<file path="src/rtl/cal_pkg.sv">
// Shared definitions for the UART calculator: operator encoding,
// parser error codes, ASCII byte constants and the default operand width.
package cal_pkg;

    localparam int OPW_DEF = 16;

    typedef enum logic [1:0] {
        OP_ADD = 2'b00,
        OP_SUB = 2'b01,
        OP_MUL = 2'b10,
        OP_DIV = 2'b11
    } cal_op_e;

    localparam logic [2:0] ERR_NONE  = 3'd0;
    localparam logic [2:0] ERR_SPACE = 3'd1;
    localparam logic [2:0] ERR_FMT   = 3'd2;
    localparam logic [2:0] ERR_DIGIT = 3'd3;
    localparam logic [2:0] ERR_OP    = 3'd4;
    localparam logic [2:0] ERR_EQ    = 3'd5;
    localparam logic [2:0] ERR_OVR   = 3'd6;

    localparam logic [7:0] ASC_I     = 8'h49;
    localparam logic [7:0] ASC_S     = 8'h53;
    localparam logic [7:0] ASC_U     = 8'h55;
    localparam logic [7:0] ASC_SP    = 8'h20;
    localparam logic [7:0] ASC_PLUS  = 8'h2B;
    localparam logic [7:0] ASC_MINUS = 8'h2D;
    localparam logic [7:0] ASC_STAR  = 8'h2A;
    localparam logic [7:0] ASC_SLASH = 8'h2F;
    localparam logic [7:0] ASC_EQ    = 8'h3D;
    localparam logic [7:0] ASC_0     = 8'h30;
    localparam logic [7:0] ASC_9     = 8'h39;

    function automatic logic is_digit(input logic [7:0] b);
        return (b >= ASC_0) && (b <= ASC_9);
    endfunction

endpackage

</file>
<file path="src/rtl/cal_dec_acc.sv">
// Decimal accumulator shared by both operands of the command parser.
// Ports: clr (zero acc), step (acc = acc*10 + digit), digit, neg; res = finished value.
module cal_dec_acc #(
    parameter int OPW = 16
) (
    input  logic           clk,
    input  logic           rst,
    input  logic           clr,
    input  logic           step,
    input  logic [3:0]     digit,
    input  logic           neg,
    output logic [OPW-1:0] res
);

    logic [OPW-1:0] acc;
    logic [OPW-1:0] nxt;

    // x10 as shift-and-add, kept to OPW bits
    assign nxt = (acc << 3) + (acc << 1) + {{(OPW-4){1'b0}}, digit};
    // res is the value including the digit on the current byte, so the
    // parser can latch it on the same edge as the last digit arrives
    assign res = neg ? (~nxt + {{(OPW-1){1'b0}}, 1'b1}) : nxt;

    always_ff @(posedge clk) begin
        if (rst || clr) begin
            acc <= '0;
        end else if (step) begin
            acc <= nxt;
        end
    end

endmodule

</file>
<file path="src/rtl/cal_cmd_parser.sv">
// Byte-level parser for "I <S|U> <A><op><B>=" frames from the UART receiver.
// Ports: rx_valid/rx_data in; cmd_* valid/ready out; err/err_code pulse; busy.
module cal_cmd_parser
    import cal_pkg::*;
#(
    parameter int DIGITS = 4,
    parameter int OPW    = OPW_DEF
) (
    input  logic           clk,
    input  logic           rst,
    input  logic           rx_valid,
    input  logic [7:0]     rx_data,
    output logic           cmd_valid,
    input  logic           cmd_ready,
    output logic           cmd_signed,
    output logic [1:0]     cmd_op,
    output logic [OPW-1:0] cmd_a,
    output logic [OPW-1:0] cmd_b,
    output logic           err,
    output logic [2:0]     err_code,
    output logic           busy
);

    localparam int CW = $clog2(DIGITS + 1);

    typedef enum logic [3:0] {
        S_IDLE,
        S_SP1,
        S_FMT,
        S_SP2,
        S_A_DIG,
        S_OP,
        S_B_DIG,
        S_EQ,
        S_HOLD
    } state_e;

    state_e         state, state_n;
    logic [CW-1:0]  cnt, cnt_n;
    logic           neg, neg_n;
    logic           ld_fmt, fmt_d;
    logic           ld_op;
    cal_op_e        op_d;
    logic           ld_a, ld_b;
    logic           err_d;
    logic [2:0]     code_d;
    logic           acc_clr, acc_step;
    logic           fault;
    logic [2:0]     fault_code;
    logic           dig, last;
    logic [OPW-1:0] acc_res;

    assign dig  = is_digit(rx_data);
    assign last = (cnt == CW'(DIGITS - 1));

    cal_dec_acc #(
        .OPW (OPW)
    ) u_acc (
        .clk   (clk),
        .rst   (rst),
        .clr   (acc_clr),
        .step  (acc_step),
        .digit (rx_data[3:0]),
        .neg   (neg),
        .res   (acc_res)
    );

    always_comb begin
        state_n    = state;
        cnt_n      = cnt;
        neg_n      = neg;
        ld_fmt     = 1'b0;
        fmt_d      = (rx_data == ASC_S);
        ld_op      = 1'b0;
        op_d       = OP_ADD;
        ld_a       = 1'b0;
        ld_b       = 1'b0;
        err_d      = 1'b0;
        code_d     = err_code;
        acc_clr    = 1'b0;
        acc_step   = 1'b0;
        fault      = 1'b0;
        fault_code = ERR_NONE;

        if (rx_valid) begin
            case (state)
                S_IDLE: begin
                    if (rx_data == ASC_I) state_n = S_SP1;
                end
                S_SP1: begin
                    if (rx_data == ASC_SP) state_n = S_FMT;
                    else begin
                        fault      = 1'b1;
                        fault_code = ERR_SPACE;
                    end
                end
                S_FMT: begin
                    if (rx_data == ASC_S || rx_data == ASC_U) begin
                        ld_fmt  = 1'b1;
                        state_n = S_SP2;
                    end else begin
                        fault      = 1'b1;
                        fault_code = ERR_FMT;
                    end
                end
                S_SP2: begin
                    if (rx_data == ASC_SP) state_n = S_A_DIG;
                    else begin
                        fault      = 1'b1;
                        fault_code = ERR_SPACE;
                    end
                end
                S_A_DIG, S_B_DIG: begin
                    if (dig) begin
                        if (last) begin
                            // latch finished value and free the accumulator
                            ld_a    = (state == S_A_DIG);
                            ld_b    = (state == S_B_DIG);
                            acc_clr = 1'b1;
                            cnt_n   = '0;
                            neg_n   = 1'b0;
                            state_n = (state == S_A_DIG) ? S_OP : S_EQ;
                        end else begin
                            acc_step = 1'b1;
                            cnt_n    = cnt + CW'(1);
                        end
                    end else if (rx_data == ASC_MINUS && cmd_signed &&
                                 cnt == '0 && !neg) begin
                        neg_n = 1'b1;
                    end else begin
                        fault      = 1'b1;
                        fault_code = ERR_DIGIT;
                    end
                end
                S_OP: begin
                    unique case (1'b1)
                        (rx_data == ASC_PLUS):  op_d = OP_ADD;
                        (rx_data == ASC_MINUS): op_d = OP_SUB;
                        (rx_data == ASC_STAR):  op_d = OP_MUL;
                        (rx_data == ASC_SLASH): op_d = OP_DIV;
                        default: begin
                            fault      = 1'b1;
                            fault_code = ERR_OP;
                        end
                    endcase
                    if (!fault) begin
                        ld_op   = 1'b1;
                        state_n = S_B_DIG;
                    end
                end
                S_EQ: begin
                    if (rx_data == ASC_EQ) state_n = S_HOLD;
                    else begin
                        fault      = 1'b1;
                        fault_code = ERR_EQ;
                    end
                end
                S_HOLD: begin
                    // overrun: byte dropped, pending command untouched
                    err_d  = 1'b1;
                    code_d = ERR_OVR;
                end
                default: state_n = S_IDLE;
            endcase
        end

        if (fault) begin
            state_n = S_IDLE;
            err_d   = 1'b1;
            code_d  = fault_code;
            acc_clr = 1'b1;
            cnt_n   = '0;
            neg_n   = 1'b0;
        end

        if (state == S_HOLD && cmd_ready) state_n = S_IDLE;
    end

    always_ff @(posedge clk) begin
        if (rst) begin
            state      <= S_IDLE;
            cnt        <= '0;
            neg        <= 1'b0;
            cmd_signed <= 1'b0;
            cmd_op     <= 2'b00;
            cmd_a      <= '0;
            cmd_b      <= '0;
            err        <= 1'b0;
            err_code   <= ERR_NONE;
        end else begin
            state    <= state_n;
            cnt      <= cnt_n;
            neg      <= neg_n;
            err      <= err_d;
            err_code <= code_d;
            if (ld_fmt) cmd_signed <= fmt_d;
            if (ld_op)  cmd_op     <= op_d;
            if (ld_a)   cmd_a      <= acc_res;
            if (ld_b)   cmd_b      <= acc_res;
        end
    end

    assign cmd_valid = (state == S_HOLD);
    assign busy      = (state != S_IDLE);

endmodule

</file>
<file path="config.mk">
export PLATFORM = sky130hd
export DESIGN_NAME = cal_cmd_parser
export DESIGN_NICKNAME = d
export VERILOG_FILES = /design/src/rtl/cal_pkg.sv /design/src/rtl/cal_dec_acc.sv /design/src/rtl/cal_cmd_parser.sv
export SDC_FILE = /design/constraint.sdc
export NUM_CORES = 1
export LEC_CHECK = 0
export BUFFER_PORTS_ARGS = -buffer_cell sky130_fd_sc_hd__buf_2
export CAP_MARGIN = 25
export CORE_MARGIN = 4
export CORE_UTILIZATION = 52
export DETAILED_ROUTE_END_ITERATION = 8
export HOLD_SLACK_MARGIN = 0.02
export MAX_ROUTING_LAYER = met4
export PLACE_DENSITY_LB_ADDON = 0.05
export RECOVER_POWER = 25
export SLEW_MARGIN = 20
export SYNTH_ARGS = -nofsm -noshare
export SYNTH_HDL_FRONTEND = slang
export SYNTH_SLANG_ARGS = --single-unit
</file>
<file path="constraint.sdc">
create_clock -name clk -period 3 [get_ports clk]
set_input_delay 0.3 -clock clk [delete_from_list [all_inputs] [get_ports clk]]
set_output_delay 0.3 -clock clk [all_outputs]
set_load 0.05 [all_outputs]
</file>
==> flow_summary.toml <==
[timing]
setup_violations = 2
period_minus_slack_ps = 3030
peak_clock_frequency_supported_by_timing_mhz = 330
timing.slew.headroom = 0.476
finalHoldViolCount = 0
whs_ps = 263
final.period_utilization = 1.01
worst_pin_slew_ps = 786
setup_repair_after_global_routing_missed_its_margin = "true"
worst_skew_ps = 12.8
timing.final.max_slew_violations = 0
setup_ws_ps = -28.9
fin_tns_setup_ps = -45.0

[power_and_ir_drop]
leakage_nw = 2.10
irDropWorstVdd_v = 0.000346
p_per_area_nw_per_um2 = 373
design_power_total_mw = 1.89

[yosys]
synth_edf_count = 0
synth.ff_latch_count = 62
netlist_area_um2 = 3910
synthesis.nets = 537
post-synth-top-area-fraction = 0.317
avgSynthCellArea_um2 = 7.92
synthesis.instances = 494
dominantRegCellSynth = "dfxtp_1"
asyncSetResetFlopFracSynth = 0
synth-seq-area-share = 0.317
yosysUniqueCellTypes = 63
yosysWarningCount = 0
synth_top_cells_by_area = "dfxtp_1 (32%), ha_1 (9.3%), nand2_1 (7.9%)"
synth_largest_area_cell = "dfxtp_1"

[global_routing]
antenna_found_initial = 0
grt_start_max_net_pins = 41
total_routing_usage_reported_by_global_routing = 0.247
grt_pass1_vias = 3626
grt_pass1_wl_mm = 16.9
overflow = 0

[detailed_routing]
vias_per_cell = 5.57
wl_met3_um = 384
drc = 0
ant_nets = 0
drt-wirelength-per-cell_um = 15.0
wl_met2_mm = 5.06
dr.first_iter.drc_count = 153
routed-via-count = 3825
dr.pass1.iters = 4
wl_final_mm = 10.3
top_metal_layer_carrying_routed_signals = "met4"
met1Wirelength_mm = 4.67

[setup_path]
max_fanout_on_critical_path = 5
worst_ep_required_time_ps = 3230
startpoint_type = "register"
arrival_worst_endpoint_ps = 3250
path_class = "reg2reg"
worstSetupEndpointType = "register"

[floorplanning]
floorplan.core_area_um2 = 7290
floorplan.initialDensity = 0.537
die_width_um = 94.8
die-area_um2 = 8980
io-pin-count = 53
number_of_rows_in_the_core_area = 31
dieHeight_um = 94.8

[status]
failed_checks = "setup timing"
outcome = "finished with violations"

[cts]
cts.htree.levels = 3
clk_latency_ps = 350
tritoncts = "done"
cts.root.buffer_cell = "clkbuf_8"
cts_buffers = 9
clkSlewWorstSetupHoldPaths_ps = 80
tritoncts_num_sinks = 62
cts_buffer_depth = 2
postCtsHoldBufs = 0

[layout]
sequential_cell_area_um2 = 1240
multi_input_area_um2 = 2720
layout.cells.non_filler = 687
nets = 626
area_growth_syn_to_layout_pct = 29.3
fraction_of_final_layout_cells_sized_beyond_drive_strength_1 = 0.267
diodes = 0
fillers = 646

[placed_design]
placed_cells = 667
finalWeightedCongestion = 0.871
detailed_place_hpwl_mm = 7.69
post_place_worst_slack_ps = -244
io_buffer_count = 52

[worst_hold_path]
min-delay-path-class = "in2reg"

[run]
timing.max_cap.violations = 0
-- worst paths after layout --
check | start | depth (start not counted) | slack, ps | end
setup / recovery | u_acc.acc[0] | 14 | -30 | cmd_a[15]
hold reg to reg | cmd_b[6] | 2 | 460 | cmd_b[6]
hold / removal | cmd_ready | 3 | 260 | state[2]
setup reg to reg | u_acc.acc[0] | 14 | -30 | cmd_a[15]
-- routing by layer --
metal | GRT usage | up-vias
met3 | 0.0542 | 16
li1 | - | 1918
met5 | - | -
met4 | 0.0685 | 0
met2 | 0.413 | 71
met1 | 0.298 | 1820
-- state kept, by name, summed over array words and instances, names as in the netlist --
name	count
cnt	3
state	4
err_code	3
err	1
neg	1
cmd_op	2
cmd_signed	1
cmd_b	16
u_acc.acc	15
cmd_a	16
-- cells in the final DEF, fill, tap and decap left out, types with 5 or more instances in the layout --
master / netlist / final
buf_4: 0 / 52
nand2b_1: 5 / 5
a21oi_1: 52 / 52
buf_2: 9 / 30
a211oi_1: 18 / 14
clkbuf_1: 16 / 22
ha_1: 29 / 28
xnor2_1: 17 / 13
nor2_1: 45 / 45
nand2_1: 82 / 82
o21ai_0: 12 / 12
nand3_1: 10 / 9
inv_1: 20 / 18
nor3_1: 8 / 7
xor2_1: 10 / 8
clkbuf_8: 0 / 9
dfxtp_1: 62 / 60
-- worst max-delay path, cell delays in order (launching register included) --
cell	delay (ps)
dfxtp_2	340
inv_2	40
fa_2	600
inv_2	50
ha_4	210
a211oi_4	280
o31ai_4	120
buf_4	150
o211ai_1	260
o221ai_4	160
o2111ai_2	130
buf_4	150
o31ai_2	60
xnor2_1	260
a21oi_1	100
-- synth_stat cells (all sizes together), types with 3 or more instances --
cell,count
nand2,82
a211oi,19
nand4,3
a21o,4
nor4b,3
ha,29
o21a,5
a311oi,5
or3,4
nand3,10
and3,4
a21oi,53
xor2,10
nor2b,3
a31oi,4
xnor2,17
o31ai,6
and2,3
nand2b,5
nor4,3
a41oi,3
o21ai,18
buf,9
nor3,10
dfxtp,62
nor2,45
clkbuf,17
or2,8
or3b,3
inv,21
-- cells by family (layout without fill, tap and decap cells) --
kind of cell    count (synthesis)  count (layout)  synth area share
compound gates                133             133             0.233
xor+xnor                       27              27            0.0604
fa+ha+maj                      31              31             0.103
buf+inv                        47             141            0.0483
flops                          62              62             0.317
mux                             3               3           0.00799
simple gates                  191             191             0.230
-- metrics by stage --
stage / utilization / instance area [um^2]
6_report: 0.694 / 5060
5_1_grt: 0.694 / 5060
4_1_cts: 0.677 / 4930
3_5_place_dp: 0.630 / 4590
3_3_place_gp: 0.630 / 4590
2_1_floorplan: - / 3960
-- final cells by class --
cell class | instances | share of cell area
multi-input combinational | 385 | 0.538
inverter | 21 | 0.0156
clock buffer | 9 | 0.0245
tap | 99 | 0.0245
sequential | 62 | 0.246
clock inverter | 7 | 0.0289
timing repair buffer | 104 | 0.123
-- report_power, final --
group	internal [mW]	total [mW]	switching, mW	leakage [nW]
Clock	0.640	0.992	0.352	0.134
Combinational	0.0270	0.0720	0.0450	1.47
Sequential	0.822	0.823	0.000210	0.500
Total	1.49	1.89	0.398	2.10
-- what timing repair did --
item | CTS | global route
setup buffers | 2 | 2
gates resized for setup | 13 | 21
pin swaps | 11 | 13
setup endpoints to repair | 16 | 15
(Power assumes the default switching activity.)
